File: src/rtl/mem_arbiter_pkg.sv
// Shared types for the i-cache/d-cache main-memory arbiter.
// Optional feature macro: ARB_ROUND_ROBIN_EN (see arb_grant_select).
package mem_arbiter_pkg;

  localparam int ADDR_W_DEF  = 28;   // block address, byte address bits [31:4]
  localparam int BLOCK_W_DEF = 128;  // one block = 4 words

  typedef enum logic [1:0] {
    ST_IDLE = 2'd0,
    ST_REQ  = 2'd1,
    ST_WAIT = 2'd2,
    ST_ACK  = 2'd3
  } state_e;

  typedef enum logic {
    GRANT_I = 1'b0,
    GRANT_D = 1'b1
  } grant_e;

  typedef enum logic {
    OP_READ  = 1'b0,
    OP_WRITE = 1'b1
  } op_e;

endpackage

File: src/rtl/arb_grant_select.sv
// Combinational choice of which cache is served next.
// ARB_ROUND_ROBIN_EN undefined: d-cache always wins a tie.
// ARB_ROUND_ROBIN_EN defined: the requester not granted last wins a tie.
// With no request pending the previous grant is simply repeated.
module arb_grant_select
  import mem_arbiter_pkg::*;
(
  input  logic   i_req,
  input  logic   d_req,
  input  grant_e last_grant,
  output grant_e grant
);

  // Pick the winner from the current requests and the previous grant.
  always_comb begin
    grant = last_grant;
`ifdef ARB_ROUND_ROBIN_EN
    if (i_req && d_req) begin
      grant = (last_grant == GRANT_I) ? GRANT_D : GRANT_I;
    end else if (d_req) begin
      grant = GRANT_D;
    end else if (i_req) begin
      grant = GRANT_I;
    end
`else
    if (d_req) begin
      grant = GRANT_D;
    end else if (i_req) begin
      grant = GRANT_I;
    end
`endif
  end

endmodule

File: src/rtl/mem_arbiter.sv
// Serialises i-cache refills and d-cache refills/write-backs onto one
// main-memory port, one transaction at a time (IDLE -> REQ -> WAIT -> ACK).
// Optional feature macro: ARB_ROUND_ROBIN_EN (tie-break policy).
module mem_arbiter
  import mem_arbiter_pkg::*;
#(
  parameter int ADDR_W  = ADDR_W_DEF,
  parameter int BLOCK_W = BLOCK_W_DEF
) (
  input  logic               clk,
  input  logic               reset,
  input  logic               i_read,
  input  logic [ADDR_W-1:0]  i_address,
  output logic [BLOCK_W-1:0] i_readdata,
  output logic               i_busywait,
  input  logic               d_read,
  input  logic               d_write,
  input  logic [ADDR_W-1:0]  d_address,
  input  logic [BLOCK_W-1:0] d_writedata,
  output logic [BLOCK_W-1:0] d_readdata,
  output logic               d_busywait,
  output logic               mem_read,
  output logic               mem_write,
  output logic [ADDR_W-1:0]  mem_address,
  output logic [BLOCK_W-1:0] mem_writedata,
  input  logic [BLOCK_W-1:0] mem_readdata,
  input  logic               mem_busywait
);

  state_e             state_q, state_d;
  grant_e             grant_q, grant_d;
  op_e                op_q, op_d;
  logic [ADDR_W-1:0]  addr_q, addr_d;
  logic [BLOCK_W-1:0] wdata_q, wdata_d;
  logic [BLOCK_W-1:0] i_rdata_q, i_rdata_d;
  logic [BLOCK_W-1:0] d_rdata_q, d_rdata_d;
  logic               mem_read_q, mem_read_d;
  logic               mem_write_q, mem_write_d;

  logic   i_req;
  logic   d_req;
  grant_e sel_grant;

  assign i_req = i_read;
  assign d_req = d_read | d_write;

  arb_grant_select u_grant_select (
    .i_req      (i_req),
    .d_req      (d_req),
    .last_grant (grant_q),
    .grant      (sel_grant)
  );

  // Next-state, latch and memory-request logic for the transaction FSM.
  always_comb begin
    // NOTE: every output of this block gets a default first, so no path can leave a latch behind.
    state_d     = state_q;
    grant_d     = grant_q;
    op_d        = op_q;
    addr_d      = addr_q;
    wdata_d     = wdata_q;
    i_rdata_d   = i_rdata_q;
    d_rdata_d   = d_rdata_q;
    mem_read_d  = mem_read_q;
    mem_write_d = mem_write_q;

    case (state_q)
      ST_IDLE: begin
        if (i_req || d_req) begin
          grant_d = sel_grant;
          state_d = ST_REQ;
          if (sel_grant == GRANT_D) begin
            addr_d  = d_address;
            wdata_d = d_writedata;
            op_d    = d_write ? OP_WRITE : OP_READ;
          end else begin
            addr_d = i_address;
            op_d   = OP_READ;
          end
          // The memory request is registered here, never driven straight from the cache inputs.
          mem_read_d  = (op_d == OP_READ);
          mem_write_d = (op_d == OP_WRITE);
        end
      end
      ST_REQ: begin
        if (mem_busywait) begin
          state_d = ST_WAIT;
        end
      end
      ST_WAIT: begin
        if (!mem_busywait) begin
          state_d     = ST_ACK;
          mem_read_d  = 1'b0;
          mem_write_d = 1'b0;
          if (op_q == OP_READ) begin
            if (grant_q == GRANT_I) begin
              i_rdata_d = mem_readdata;
            end else begin
              d_rdata_d = mem_readdata;
            end
          end
        end
      end
      ST_ACK: begin
        state_d = ST_IDLE;
      end
      default: begin
        state_d = ST_IDLE;
      end
    endcase
  end

  // State and datapath registers; reset abandons any access in flight.
  always_ff @(posedge clk or posedge reset) begin
    if (reset) begin
      state_q     <= ST_IDLE;
      grant_q     <= GRANT_I;
      op_q        <= OP_READ;
      addr_q      <= '0;
      wdata_q     <= '0;
      i_rdata_q   <= '0;
      d_rdata_q   <= '0;
      mem_read_q  <= 1'b0;
      mem_write_q <= 1'b0;
    end else begin
      // NOTE: non-blocking assignments so every register samples the pre-edge values.
      state_q     <= state_d;
      grant_q     <= grant_d;
      op_q        <= op_d;
      addr_q      <= addr_d;
      wdata_q     <= wdata_d;
      i_rdata_q   <= i_rdata_d;
      d_rdata_q   <= d_rdata_d;
      mem_read_q  <= mem_read_d;
      mem_write_q <= mem_write_d;
    end
  end

  assign i_busywait    = i_req & ~((state_q == ST_ACK) & (grant_q == GRANT_I));
  assign d_busywait    = d_req & ~((state_q == ST_ACK) & (grant_q == GRANT_D));
  assign i_readdata    = i_rdata_q;
  assign d_readdata    = d_rdata_q;
  assign mem_read      = mem_read_q;
  assign mem_write     = mem_write_q;
  assign mem_address   = addr_q;
  assign mem_writedata = wdata_q;

endmodule

File: config.mk
export PLATFORM = sky130hd
export DESIGN_NAME = mem_arbiter
export DESIGN_NICKNAME = d
export VERILOG_FILES = /design/src/rtl/mem_arbiter_pkg.sv /design/src/rtl/arb_grant_select.sv /design/src/rtl/mem_arbiter.sv
export SDC_FILE = /design/constraint.sdc
export NUM_CORES = 1
export LEC_CHECK = 0
export ABC_CLOCK_PERIOD_IN_PS = 21600
export CAP_MARGIN = 15
export CORE_AREA = 2 2 284 286
export CTS_CLUSTER_SIZE = 8
export DETAILED_ROUTE_END_ITERATION = 16
export DIE_AREA = 0 0 286 288
export GPL_TIMING_DRIVEN = 0
export HOLD_SLACK_MARGIN = 0.1
export PLACE_DENSITY = 0.47
export SLEW_MARGIN = 20
export SYNTH_ARGS = -nofsm -noshare
export SYNTH_HDL_FRONTEND = slang
export SYNTH_SLANG_ARGS = --single-unit
File: constraint.sdc
create_clock -name clk -period 21.6 [get_ports clk]
set_input_delay 5.4 -clock clk [delete_from_list [all_inputs] [get_ports clk]]
set_output_delay 5.4 -clock clk [all_outputs]
set_load 0.01 [all_outputs]
---- Yosys cells after proc, flatten, opt, wreduce, memory -nomap -nowiden ----
Cells that the tools add are included.
storage, ports and cells
  output and inout port bits .............. 416
  latch bits .............................. 0
  memories kept ........................... 0
  register bits ........................... 418
  input port bits ......................... 318
  word-level logic and storage cells ...... 51
  bits in writable memories ............... 0
  memory bits (read-only) ................. 0
cells by class
  mux-type cells .......................... 16
  $add $sub $neg .......................... 0
  shift operators ......................... 0
  order comparisons ....................... 0
  multipliers ............................. 0
  bitwise gates (word level) .............. 11
  divide/modulo/power cells ............... 0
  reduce and logical (&&, ||, !) cells .... 9
  equality and inequality tests ........... 6
operator list
  kind                number
  $mux 28             1
  $mux 1              9
  $reduce_and 3->1    3
  $pmux 2 s4          1
  $reduce_and 4->1    2
  $mux 2              3
  $ne 2x2->1 const B  3
  $not 1->1           6
  $and 1x1->1         4
  $eq 2x2->1 const B  2
  $pmux 1 s2          2
  $eq 2x1->1 const B  1
  $logic_not 2->1     1
  $reduce_and 2->1    1
  $reduce_bool 2->1   1
  $logic_or 1x1->1    1
  $or 1x1->1          1

---- Longest topological paths before layout ----
  depth in word-level cells ............... 8
  mapped depth ............................ 8
  mapped depth without buffers ............ 5

---- Modules after synthesis ----
From an unflattened synthesis, not the netlist that was laid out.
unflattened totals
  cells, all modules ...................... 972
  area total of the unflattened synthesis .. 16,069.2 µm²
by module, submodules not included
  module            cells an instance  times used  seq. area each (µm²)  area each (µm²)
  mem_arbiter       970                1           10,460.0              16,057.9
  arb_grant_select  2                  1           0.0                   11.3

---- Worst setup path before layout ----
OpenSTA, ideal clock, no wires.
  kind .................................... input port to output port
  from .................................... input d_write
  to ...................................... output d_busywait
  buffers on the path ..................... 2
  cell stages on the path ................. 4
  slack ................................... 10.103 ns
  data required time ...................... 16.200 ns
  arrival time ............................ 6.097 ns
  cell sequence ........................... nor2_1 clkbuf_1 buf_2 a21oi_1
between the ends
  word-level cells in the longest chain between the ends .. 2
ends and longest elaborated chain
  item         line                RTL
  from (decl)  mem_arbiter.sv:17   input logic d_write,
  $or 1x1->1   mem_arbiter.sv:45   assign d_req = d_read | d_write;
  $and 1x1->1  mem_arbiter.sv:140  assign d_busywait = d_req & ~((state_q == ST_ACK) & (grant_q == GRANT_D));
  to (decl)    mem_arbiter.sv:21   output logic d_busywait,
Every way passes these cells.

---- Final worst setup path ----
Same ends and word-level chain as after synthesis.

==> impl_summary.txt <==
----------------------------------------------------
[Layout]
  Area growth from synthesis to final layout ... 65.2%
  Fraction of layout cells with a size suffix above 1 ... 28.4%
  Post-layout nets ... 2097
  Most frequent cells in the layout ... 733 x clkdlybuf4s50_1, 418 x dfrtp_1, 385 x mux2_2
  Most common cell after layout, fill and taps aside ... clkdlybuf4s50_1
  Multi-input logic area ... 4990 sq um
  Fill cells ... 7986
  Register area ... 10500 sq um

[Hold path]
  Endpoint of the worst hold path ... mem_writedata[69]
  Min-Delay Path Depth ... 1
  Hold WC Path Type ... flip-flop to flip-flop
  Start point of the worst hold path ... mem_writedata[69]

[Yosys]
  Syn Inst Count ... 977
  Number of unique standard cell types used by synthesis ... 26
  Area share of and/or/nand/nor cells after synthesis ... 1.21%
  Sequential element share of the synthesized area ... 66.1%
  Share of the synthesized area in compound gates (AO/OA/AOI/OAI) ... 2.53%
  Primary flip-flop cell chosen by synthesis mapping ... dfrtp_1
  Share of synthesized cell area in full adder, half adder and majority cells ... 0.316%
  Multiplexer area fraction after synthesis ... 27.5%
  Ranking of synthesized cells by area ... dfrtp_1 66%, mux2_2 27%, o22ai_1 1.1%, buf_6 1.0%, buf_2 0.95%
  Synth top area share ... 66.1%
  Xor/xnor cell area share of the yosys netlist ... 0%
  Count of flip-flops with a built-in enable after synthesis ... 0
  Net count after synthesis ... 1299
  Dominant combinational cell family by area after synthesis ... multiplexers
  Share of synthesized flip-flops with an asynchronous set or reset ... 100%
  Post-synth design cell area ... 15800 sq um
  Cell type contributing the most total cell area after synthesis ... dfrtp_1
  Yosys reg bits ... 418
  Avg Inst Size Synth ... 16.2 sq um
  YS warnings ... 0

[Power]
  Combinational fraction of design power ... 44.7%
  LEAKAGE ... 10.7 nW
  Post-layout power ... 3.97 mW
  Switching Power ... 1.23 mW
  Clock share of power ... 20.4%
  Cell internal power dissipation ... 2.74 mW
  Power Density ... 152 nW/um^2
  Part of the total power dissipated in sequential elements ... 34.9%
  Peak ir drop on the vdd network ... 0.0000688 V
  Fraction of power spent switching nets ... 31.0%

[Timing]
  Period utilization ... 59.6%
  Hold violation count in the final report ... 0
  Final critical delay including setup and external delays ... 12.87 ns
  Unrepaired setup endpoints after global routing ... no
  Fmax ... 77.7 MHz
  Slew margin rel. ... 58.4%
  Worst hold slack across all endpoints ... 0.499 ns
  Worst Max-Slew Pin Slew ... 0.617 ns
  Maximum clock skew at final layout ... 0.0123 ns
  Setup-violating endpoint count in the final report ... 0
  Final WS setup ... 8.73 ns
  Fin Setup TNS ... 0 ns
  Number of max-slew violations in the final report ... 0

[Global routing]
  Met3 Use GR ... 4.68%
  Routing usage on met2 ... 24.5%
  Via count of the first global-routing pass ... 12400
  First-pass GRT wire length ... 81900 microns
  Pin count of the biggest net entering global routing ... 103
  GR peak layer ... met2
  Initial antenna violation count ... 1
  Met1 Usage GRT ... 14.2%
  Overflow left after global routing ... 0
  All-layer global routing usage ... 13.2%

[Drt]
  Vias per Instance ... 3.95
  DRC violation count after routing ... 0
  Total Routed Length ... 56800 microns
  Iteration-0 DRC count of the detailed router ... 256
  Routed wire length per instance ... 20.0 microns
  Iteration count of the initial detailed-routing pass ... 4
  Vias after detailed routing ... 11200
  Routed Antenna Nets ... 0

[Floorplanning]
  Standard-cell rows ... 104
  Starting utilization of the core area ... 19.9%
  Number of top-level design ports ... 734
  Horiz. Die Dim ... 286 microns
  Area enclosed by the die boundary ... 82400 sq um
  Core ar. ... 79600 sq um
  Die outline height ... 288 microns

[Placed design]
  Placed wire-length estimate after detailed placement ... 44000 microns
  Worst slack at placement ... 8.71 ns
  Number of I/O port buffers ... 733
  Weighted congestion at the end of routability-driven global placement ... 0.814

[Clock tree]
  Clock tree from TritonCTS ... built
  Bufs on Longest Clock Path ... 3
  Clk_lat worst skew ... 0.59 ns
  Number of gates resized after CTS ... 0
  Clock root cell ... clkbuf_16
  Clock buffers created by TritonCTS ... 59
  Sinks on Clock Net ... 418
  Clk pin slew, worst setup/hold paths ... 0.05 ns
  Depth of the CTS H-tree ... 2
  Number of hold-repair buffers added at the cts stage ... 0
  Number of setup buffers added after CTS ... 0

[Run status]
  Result of the run ... finished clean

[Flow run]
  Max-cap check violation count ... 0

[Setup path]
  Required time of the worst setup path ... 16.20 ns
  Crit start category ... input pin
  Arrival time at the worst endpoint ... 7.47 ns
  Terminus of the critical flop-to-flop path ... i_readdata[122]
  Worst R2R Start ... state_q[0]
  Category of the most critical setup path ... input pin to primary output
  Minimum setup slack among reg-to-reg paths ... 18.77 ns
  Register-to-Register Path Depth ... 6
  Kind of capture point of the worst setup path ... primary output
  Maximum fanout count along the critical path ... 10

----------------------------------------------------
per-stage QoR:
stage	area (sq um)	util, %	std cells
floorplan	15800	-	977
global placement	24500	30.8	2770
detailed placement	24600	30.9	2774
CTS	26200	32.8	2841
global route	26200	32.8	2842
finish	26200	32.8	2842
cells by family after synthesis:
| family | after synthesis |
|---|---|
| compound gates | 68 |
| flops | 418 |
| simple gates | 41 |
| mux | 386 |
| fa+ha+maj | 4 |
| buf+inv | 60 |
cells in the mapped netlist, types with 2 or more instances:
library cell,number
nand2_1,5
nor4b_2,2
buf_6,14
a21oi_1,29
inv_1,5
dfrtp_1,418
buf_4,4
mux2_2,385
ha_1,4
o31a_1,2
o22ai_1,28
nor2_1,30
o21ai_0,4
buf_2,30
clkbuf_1,4
buf_1,3
sequential cells by signal, indices dropped and copies added, names as in the netlist:
register	cells
grant_q	1
state_q	2
i_readdata	128
op_q	1
mem_address	28
d_readdata	128
mem_read	1
mem_write	1
mem_writedata	128
critical path, stage by stage:
cell,delay (ns)
clkdlybuf4s50_1,0.54
nor2_1,0.18
clkbuf_1,0.45
buf_2,0.32
a21oi_1,0.07
clkdlybuf4s50_1,0.51
layer usage:
layer	vias to the layer above	wire length, microns
li1	5047	-
met1	5657	20400
met2	434	30300
met3	83	4920
met4	0	1220
met5	-	0
final cells by class:
cell class | count | area share (%)
diodes | 1 | 0.00957
clock buffers | 63 | 5.70
multi-input cells | 499 | 19.1
well taps | 1060 | 5.07
clock inverters | 4 | 0.187
plain buffers | 55 | 1.39
inverters | 5 | 0.100
flip-flops and latches | 418 | 40.0
repair buffers | 737 | 28.5
power groups by stage:
| stage | Combinational (mW) | Clock (mW) | Sequential [mW] |
|---|---|---|---|
| 3_3_place_gp | 1.80 | 0 | 1.38 |
| 2_1_floorplan | 0.545 | 0 | 1.56 |
| 5_1_grt | 1.88 | 0.879 | 1.44 |
| 4_1_cts | 1.81 | 0.851 | 1.39 |
| 3_5_place_dp | 1.81 | 0 | 1.40 |
| 6_report | 1.77 | 0.811 | 1.39 |
how the worst max path moves through the flow:
stage | from | to | slack [ns]
2_1_floorplan | reset | d_readdata[0] | 4.57
3_3_place_gp | reset | i_readdata[57] | -1.02
3_5_place_dp | d_write | d_busywait | 8.71
4_1_cts | d_write | d_busywait | 8.70
5_1_grt | d_write | d_busywait | 8.57
6_report | d_write | d_busywait | 8.73
No activity file was read; power rests on OpenSTA's default activity.
==> edit (config.mk and constraints unchanged) <==
Make the reset (`reset`) synchronous in one clocked block.
--- a/src/rtl/mem_arbiter.sv
+++ b/src/rtl/mem_arbiter.sv
@@ -112,5 +112,5 @@
 
   // State and datapath registers; reset abandons any access in flight.
-  always_ff @(posedge clk or posedge reset) begin
+  always_ff @(posedge clk) begin
     if (reset) begin
       state_q     <= ST_IDLE;
Function: differs if reset is asserted again (counterexample within 4 cycles, from zero or initial values and one cycle with reset high); with reset held inactive, the same outputs for 4 cycles.
==> edit against the unedited design <==
Sequential cell count is the same; area after synthesis shrank 6.1%; final area shrank 4.1%; wire length grew 27%; critical path depth shrank 2; worst setup slack gained 200 ps; highest routed layer is now met5.
Power is not compared: it rests on default switching activity, and its combinational part moved more than twofold at a synthesized area within 25%.
==> edit: results (changes against the unedited design) <==
max_slew_margin_pct: 37.4  # -21 points
p_leak_nw: 8.63
viasPerCell: 4.20  # +6.5%
synth_area_per_cell_um2: 7.93  # -51%
grt.total_usage_pct: 16.6  # +3.4 points
cp_max_fo: 10  # unchanged
cts.repair.resized: 0  # unchanged
first_pass_iters: 5  # +1
grt_max_degree: 16  # -84%
routed_wl_mm: 72.2  # +27%
yosysWarnings: 0  # unchanged
status: "complete, no violations"
postSynth.asyncResetShare_pct: 0  # -100 points
gp_congestion: 0.872  # +7.1%
worst_ep_arrival_time_ps: 7270  # -200 ps
insertion_delay_ps: 610  # +20 ps
synth_area_leaders: "dfxtp_1 56%, nand2_1 19%, a21oi_1 13%"
synth_compound_area_share_pct: 15.9  # +13 points
synth_nets: 2195  # +69%
vdd_drop_max_mv: 0.0550
cts_buffer_depth: 3  # unchanged
layout-drive-gt1-share_pct: 6.21  # -22 points
ys_seq_area_share_pct: 56.3  # -9.8 points
yosys.area_share.adder_pct: 0.337  # +0.021 points
drt_iter0_drc: 625  # +140%
antenna_found_initial: 7  # +6
path_clk_slew_ps: 50  # about the same
instances_no_fill: 3737  # +31%
ys.flop_type: "dfxtp_1"
dp_slack_ps: 8940  # +230 ps
grt_pass1_vias: 15929  # +29%
io_buffers: 731  # -0.27%
n_fill_cell: 8496  # +6.4%
nets: 2987  # +42%
synth_common_cells: "771 x nand2_1, 418 x dfxtp_1, 390 x a21oi_1"
synthMuxAreaShare_pct: 0.0758  # -27 points
synth_xor_area_share_pct: 0  # unchanged
fin_worst_skew_ps: 20.3  # +7.97 ps
grt_pass1_wl_mm: 102  # +25%
setup_ws_ps: 8930  # +201 ps
post-dp-hpwl_mm: 57.4  # +30%
-- edit: routing by layer --
layer | track usage, % | share of wire [%] | up-vias
met5 | 0 | 0.042 | -
met4 | 7.13 | 4.1 | 4
met3 | 6.58 | 9.6 | 126
met2 | 30.0 | 50 | 590
li1 | - | - | 7678
met1 | 16.8 | 36 | 7309
-- edit: final cells by class --
cell class              count  area, um^2  area share, %
diodes                      5        12.5         0.0499
plain buffers             151         678           2.70
clock buffers              63        1530           6.11
clock inverters             5        40.0          0.160
inverters                   3        11.3         0.0449
multi-input cells        1301        5810           23.1
flip-flops and latches    418        8370           33.3
well taps                1060        1330           5.29
repair buffers            731        7320           29.2
-- edit: cell families after synthesis --
group | Yosys count
AO/OA/AOI/OAI | 455
adder cells (fa/ha/maj) | 4
buffers and inverters | 154
flip-flops | 418
multiplexers | 1
AND/OR/NAND/NOR | 841
-- edit: path summary, 6_finish.rpt --
kind | from | end | slack [ps] | depth (start not counted)
max | i_read | i_busywait | 8930 | 4
min | d_readdata[37] | d_readdata[37] | 450 | 2
max reg2reg | state_q[0] | i_readdata[95] | 19260 | 7
min reg2reg | d_readdata[37] | d_readdata[37] | 450 | 2
-- edit: power by group --
| group | internal, mW | switching, mW |
|---|---|---|
| Clock | 0.491 | 0.343 |
| Combinational | 0.319 | 0.360 |
| Sequential | 0.880 | 0.0630 |
-- edit: worst max-delay path: stages --
cell	delay [ps]
clkdlybuf4s50_1	630
clkbuf_1	390
a21boi_0	250
clkdlybuf4s50_1	600
-- edit: stage by stage --
stage	area, um^2	hold WS, ps
3_3_place_gp	23500	441
3_5_place_dp	23500	446
5_1_grt	25100	465
2_1_floorplan	14900	462
4_1_cts	25100	452
6_report	25100	451
